File: src/rtl/uart_pkg.sv
// Shared UART definitions: divider floor, frame width and the receiver state encoding.
package uart_pkg;

  localparam int unsigned UART_DIV_MIN   = 4;
  localparam int unsigned UART_DATA_BITS = 8;

  typedef enum logic [2:0] {
    IDLE,
    START,
    DATA,
    STOP,
    BREAK
  } rx_state_e;

  // Anything below the floor would leave no room for a mid-bit sample point.
  function automatic logic [31:0] clamp_div(input logic [31:0] d);
    return (d < UART_DIV_MIN) ? 32'(UART_DIV_MIN) : d;
  endfunction

endpackage

File: src/rtl/sync_fifo.sv
// Show-ahead synchronous FIFO with occupancy output; a push into a full FIFO
// is accepted only when a pop happens in the same cycle.
module sync_fifo #(
  parameter int DEPTH = 8,
  parameter int WIDTH = 8
) (
  input  logic                     clk,
  input  logic                     rst,
  input  logic                     wr_en,
  input  logic [WIDTH-1:0]         wr_data,
  output logic                     full,
  output logic                     rd_valid,
  input  logic                     rd_ready,
  output logic [WIDTH-1:0]         rd_data,
  output logic [$clog2(DEPTH):0]   level
);

  localparam int AW = $clog2(DEPTH);
  localparam logic [AW:0] FULL_LEVEL = DEPTH[AW:0];

  logic [WIDTH-1:0] mem [DEPTH];
  logic [AW-1:0]    wr_ptr;
  logic [AW-1:0]    rd_ptr;
  logic             do_push;
  logic             do_pop;

  assign rd_valid = (level != '0);
  assign full     = (level == FULL_LEVEL);
  assign do_pop   = rd_valid && rd_ready;
  assign do_push  = wr_en && (!full || do_pop);
  // Head is forced to zero while empty so stale entries never leak out.
  assign rd_data  = rd_valid ? mem[rd_ptr] : '0;

  always_ff @(posedge clk) begin
    if (do_push) mem[wr_ptr] <= wr_data;
  end

  always_ff @(posedge clk or posedge rst) begin
    if (rst) begin
      wr_ptr <= '0;
      rd_ptr <= '0;
      level  <= '0;
    end else begin
      if (do_push) wr_ptr <= wr_ptr + 1'b1;
      if (do_pop)  rd_ptr <= rd_ptr + 1'b1;
      case ({do_push, do_pop})
        2'b10:   level <= level + 1'b1;
        2'b01:   level <= level - 1'b1;
        default: level <= level;
      endcase
    end
  end

endmodule

File: src/rtl/uart_rx_fifo.sv
// 8N1 UART receiver with mid-bit sampling, programmable divider, sticky error
// flags and a show-ahead receive FIFO.
module uart_rx_fifo
  import uart_pkg::*;
#(
  parameter int unsigned DIV_RESET  = 106,
  parameter int          FIFO_DEPTH = 8
) (
  input  logic                          clk,
  input  logic                          rst,
  input  logic                          ser_rx,
  input  logic                          cfg_div_we,
  input  logic [31:0]                   cfg_div_wdata,
  output logic [31:0]                   cfg_div,
  output logic [7:0]                    rx_data,
  output logic                          rx_valid,
  input  logic                          rx_ready,
  output logic [$clog2(FIFO_DEPTH):0]   rx_level,
  output logic                          frame_err,
  output logic                          overrun,
  input  logic                          err_clear,
  output rx_state_e                     dbg_state
);

  logic                      sync1;
  logic                      rxs;
  logic [31:0]               div_l;
  logic [31:0]               cnt;
  logic [2:0]                bit_idx;
  logic [UART_DATA_BITS-1:0] shreg;
  rx_state_e                 state;

  logic stop_hit;
  logic push;
  logic fe_set;
  logic fifo_full;
  logic drop;

  assign dbg_state = state;

  always_ff @(posedge clk or posedge rst) begin
    if (rst) begin
      sync1 <= 1'b1;
      rxs   <= 1'b1;
    end else begin
      sync1 <= ser_rx;
      rxs   <= sync1;
    end
  end

  always_ff @(posedge clk or posedge rst) begin
    if (rst) cfg_div <= 32'(DIV_RESET);
    else if (cfg_div_we) cfg_div <= clamp_div(cfg_div_wdata);
  end

  // Stop-bit decision is decoded from registered state so the byte lands in
  // the FIFO on the same edge the FSM returns to IDLE.
  assign stop_hit = (state == STOP) && (cnt == '0);
  assign push     = stop_hit && rxs;
  assign fe_set   = stop_hit && !rxs;
  assign drop     = push && fifo_full && !(rx_valid && rx_ready);

  always_ff @(posedge clk or posedge rst) begin
    if (rst) begin
      state   <= IDLE;
      cnt     <= '0;
      bit_idx <= '0;
      shreg   <= '0;
      div_l   <= 32'(DIV_RESET);
    end else begin
      case (state)
        IDLE: begin
          if (!rxs) begin
            div_l <= cfg_div;
            cnt   <= (cfg_div >> 1) - 32'd1;
            state <= START;
          end
        end
        START: begin
          if (cnt != '0) begin
            cnt <= cnt - 32'd1;
          end else if (rxs) begin
            state <= IDLE;
          end else begin
            cnt     <= div_l - 32'd1;
            bit_idx <= '0;
            state   <= DATA;
          end
        end
        DATA: begin
          if (cnt != '0) begin
            cnt <= cnt - 32'd1;
          end else begin
            shreg   <= {rxs, shreg[UART_DATA_BITS-1:1]};
            cnt     <= div_l - 32'd1;
            bit_idx <= bit_idx + 3'd1;
            if (bit_idx == 3'(UART_DATA_BITS - 1)) state <= STOP;
          end
        end
        STOP: begin
          if (cnt != '0) cnt <= cnt - 32'd1;
          else state <= rxs ? IDLE : BREAK;
        end
        BREAK: begin
          if (rxs) state <= IDLE;
        end
        default: state <= IDLE;
      endcase
    end
  end

  // Set wins over a simultaneous clear.
  always_ff @(posedge clk or posedge rst) begin
    if (rst) begin
      frame_err <= 1'b0;
      overrun   <= 1'b0;
    end else begin
      if (fe_set)         frame_err <= 1'b1;
      else if (err_clear) frame_err <= 1'b0;
      if (drop)           overrun   <= 1'b1;
      else if (err_clear) overrun   <= 1'b0;
    end
  end

  sync_fifo #(
    .DEPTH (FIFO_DEPTH),
    .WIDTH (UART_DATA_BITS)
  ) u_fifo (
    .clk      (clk),
    .rst      (rst),
    .wr_en    (push),
    .wr_data  (shreg),
    .full     (fifo_full),
    .rd_valid (rx_valid),
    .rd_ready (rx_ready),
    .rd_data  (rx_data),
    .level    (rx_level)
  );

endmodule

File: config.mk
export PLATFORM = sky130hd
export DESIGN_NAME = uart_rx_fifo
export DESIGN_NICKNAME = d
export VERILOG_FILES = /design/src/rtl/uart_pkg.sv /design/src/rtl/sync_fifo.sv /design/src/rtl/uart_rx_fifo.sv
export SDC_FILE = /design/constraint.sdc
export NUM_CORES = 1
export LEC_CHECK = 0
export BUFFER_PORTS_ARGS = -buffer_cell sky130_fd_sc_hd__buf_2
export CAP_MARGIN = 20
export CELL_PAD_IN_SITES_DETAIL_PLACEMENT = 0
export CELL_PAD_IN_SITES_GLOBAL_PLACEMENT = 1
export CORE_UTILIZATION = 48
export CTS_BUF_LIST = sky130_fd_sc_hd__clkbuf_16
export CTS_CLUSTER_SIZE = 12
export DETAILED_ROUTE_END_ITERATION = 10
export PLACE_DENSITY_LB_ADDON = 0.1
export SLEW_MARGIN = 20
export SYNTH_ARGS = -nofsm -noshare
export SYNTH_HDL_FRONTEND = slang
export SYNTH_HIERARCHICAL = 1
export SYNTH_SLANG_ARGS = --single-unit
File: constraint.sdc
create_clock -name clk -period 4.75 [get_ports clk]
set_clock_uncertainty 0.05 [all_clocks]
set_input_delay 0.475 -clock clk [delete_from_list [all_inputs] [get_ports clk]]
set_output_delay 0.475 -clock clk [all_outputs]
set_load 0.005 [all_outputs]
==> impl_metrics.tcl <==
set metrics [dict create \
    finalCriticalPeriod_ns 4.11 \
    synth_nets 932 \
    tightest_slew_ns 1.07 \
    synth_edf_count 64 \
    nets 1013 \
    cts.path.max_buffers 2 \
    core_area_sq_um 20200 \
    stdcell_area_sq_um 11200 \
    syn_inst 884 \
    die-height_um 146 \
    cts-buffers-inserted 17 \
    rsz0062_at_grt "no" \
    grt_use_total_pct 23.7 \
    overflow 0 \
    crit_arrival_ns 4.36 \
    grt_pass1_wl_mm 39.1 \
    synth_top_area_share_pct 28.9 \
    dieWidth_um 146 \
    fin_crit_sh_pct 86.6 \
    firstDrtPassIters 5 \
    syn_to_final_growth_pct 13.1 \
    ioPinCount 88 \
    worst_slack_ns 0.635 \
    critPathMaxStageDelay_ns 0.60 \
    end_kind "flip-flop" \
    path_delay_family "simple AND/OR/NAND/NOR gates" \
    clockRootBuffer "clkbuf_16" \
    antenna_found_initial 0 \
    relSlewSlack_pct 28.4 \
    worst_hold_path_type "in -> reg" \
    diodes 0 \
    place_area_sq_um 10600 \
    p_per_area_nw_per_um2 401 \
    reg2regPathDepth 14 \
    clk_latency_ns 0.44 \
    viasPerCell 5.81 \
    multi_input_area_sq_um 4560 \
    dp_hpwl_mm 17.6 \
    yosysUniqueCellTypes 80 \
    peakVddDrop_uv 249 \
    cpMaxStageDelayCell "or4_4" \
    yosysMostFrequentCell "dfrtp_1" \
    cts_resized 0 \
    synth_common_cells "114 x dfrtp_1, 86 x nand2_1, 71 x nor2_1, 64 x edfxtp_1, 55 x mux2_2" \
    ys_top_cells_by_area "dfrtp_1 29%, edfxtp_1 19%, mux2_2 6.3%" \
    grt_max_degree 66 \
    clk_pin_slew_ns 0.08 \
    setup_tns_ns 0 \
    yosysSeqAreaShare_pct 50.9 \
    cts_tree "built" \
    ant_nets 0 \
    fin_cells 1248 \
    hold_viol 0 \
    cp.depth 14 \
    synth.cell_area_sq_um 9890 \
    layout-drive-gt1-share_pct 25.9 \
    whs_ns 0.0898 \
    min_path_cells 1 \
    place_inst 1215 \
    ys_seq_elements 188 \
    crit_type "reg -> reg" \
    path_max_fanout 8 \
    worstPathRequired_ns 5.00 \
    p_leak_nw 4.51 \
    wl_per_cell_um 19.2 \
    pre_cts_slack_ns 0.674 \
    ys_async_sr_fraction_pct 66.0 \
    vias 7248 \
    n_fill_cell 1773 \
    totalWireLength_mm 24.0 \
    dieArea_sq_um 21200 \
    drc 0 \
    critPathBufInv 3 \
    cp_cell_sequence "inv_1, ha_1, or3b_2, or4_4, nor4_4, and3_1, inv_2, nand3_1, inv_1, ha_1, a211oi_1, or3_1, o21a_1, o221ai_1" \
    grt_pass1_vias 7110 \
    yosysTopAreaCell "dfrtp_1" \
    h-tree-depth 4 \
    status "finished clean" \
    cap_violations 0 \
    slew_viol_final 0 \
    regArea_sq_um 5040 \
    yosys_warnings 6 \
    initial_core_util_pct 48.9 \
    place.gp.congestion 0.844 \
    cp-start-kind "flip-flop" \
    finalSetupViolations 0 \
    cts_sinks 188 \
    synth_area_per_cell_sq_um 11.2 \
    rows 52 \
    drt_iter0_drc 333 \
    fmax_ghz 0.243 \
    port_buffers 87 \
    synthFlopType "dfrtp_1" \
]
[metrics by stage]
stage | power, mW | utilization [%]
6_report | 4.49 | 55.3
3_5_place_dp | 3.08 | 52.2
4_1_cts | 4.52 | 55.3
3_3_place_gp | 3.02 | 52.2
5_1_grt | 4.72 | 55.3
2_1_floorplan | 2.80 | -
[cell type report]
class / instances / area share [%]
tap: 270 / 3.02
multi-input combinational: 634 / 40.8
timing repair buffer: 101 / 4.86
sequential: 188 / 45.1
clock buffer: 17 / 3.80
clock inverter: 15 / 1.64
inverter: 23 / 0.817
[worst register-to-register path, cell delays in order (launching register included)]
cell,delay (ns)
dfrtp_1,0.42
inv_1,0.07
ha_1,0.17
or3b_2,0.54
or4_4,0.60
nor4_4,0.26
and3_1,0.45
inv_2,0.09
nand3_1,0.14
inv_1,0.08
ha_1,0.27
a211oi_1,0.39
or3_1,0.22
o21a_1,0.12
o221ai_1,0.10
[what timing repair did]
action / in CTS / in global routing
setup buffers: 0 / 0
endpoints found under the hold margin: 10 / 0
hold buffers: 1 / 0
[flip-flops by register name, indices dropped and copies added, names as in the netlist, 3 cells and up]
signal,count
u_fifo/level,4
u_fifo/wr_ptr,3
cnt,32
bit_idx,3
div_l,32
dbg_state,3
u_fifo/mem,64
shreg,8
u_fifo/rd_ptr,3
cfg_div,32
[placed cells by master (no fill, tap or decap), drive strengths merged, types with 3 or more instances in the layout]
cell type	n
edfxtp	64
nand4	6
dfstp	10
o21a	3
mux4	16
or3	17
nand2b	5
or4	12
a31oi	7
o211ai	11
ha	9
a22o	6
xnor2	43
buf	100
mux2	62
nand3	20
or2	7
nand2	89
nor2	75
clkinv	6
o21ai	45
a221oi	4
o31ai	5
a21oi	29
o32ai	4
o22ai	14
dfrtp	114
nor3	34
mux2i	11
xor2	25
clkbuf	17
nor4	35
inv	30
nor2b	4
a211oi	6
[logic make-up after synthesis]
group                      count (synthesis)  share of synthesized area [%]
and+or+nand+nor                          316                           16.8
AOI/OAI and AO/OA                        151                           10.1
xor gates and xnor gates                  68                           6.02
buffers and inverters                     62                           2.94
muxes                                     89                           11.9
DFF                                      188                           50.9
adders and majority gates                 10                           1.34
[where the power goes]
part | switching [mW] | internal (mW)
sequential | 0.300 | 1.83
combinational | 0.425 | 0.486
clock | 0.729 | 0.718
total | 1.45 | 3.03
[layer usage]
layer | GRT usage [%] | part of all wire [%] | up-vias
met4 | 7.79 | 2.2 | 0
met3 | 3.39 | 3.3 | 32
li1 | - | - | 3455
met2 | 39.4 | 49 | 177
met5 | 0 | 0 | -
met1 | 32.2 | 45 | 3584
[path summary, 6_finish.rpt]
check / from / end / slack (ns)
worst max-delay path: cnt[0] / u_fifo/level[3] / 0.64
min in group asynchronous: rst / u_fifo/level[2] / 0.54
max in group asynchronous: rst / cnt[22] / 2.76
worst min register to register: sync1 / rxs / 0.30
worst min-delay path: ser_rx / sync1 / 0.09
worst max register to register: cnt[0] / u_fifo/level[3] / 0.64
(Power assumes the default switching activity.)
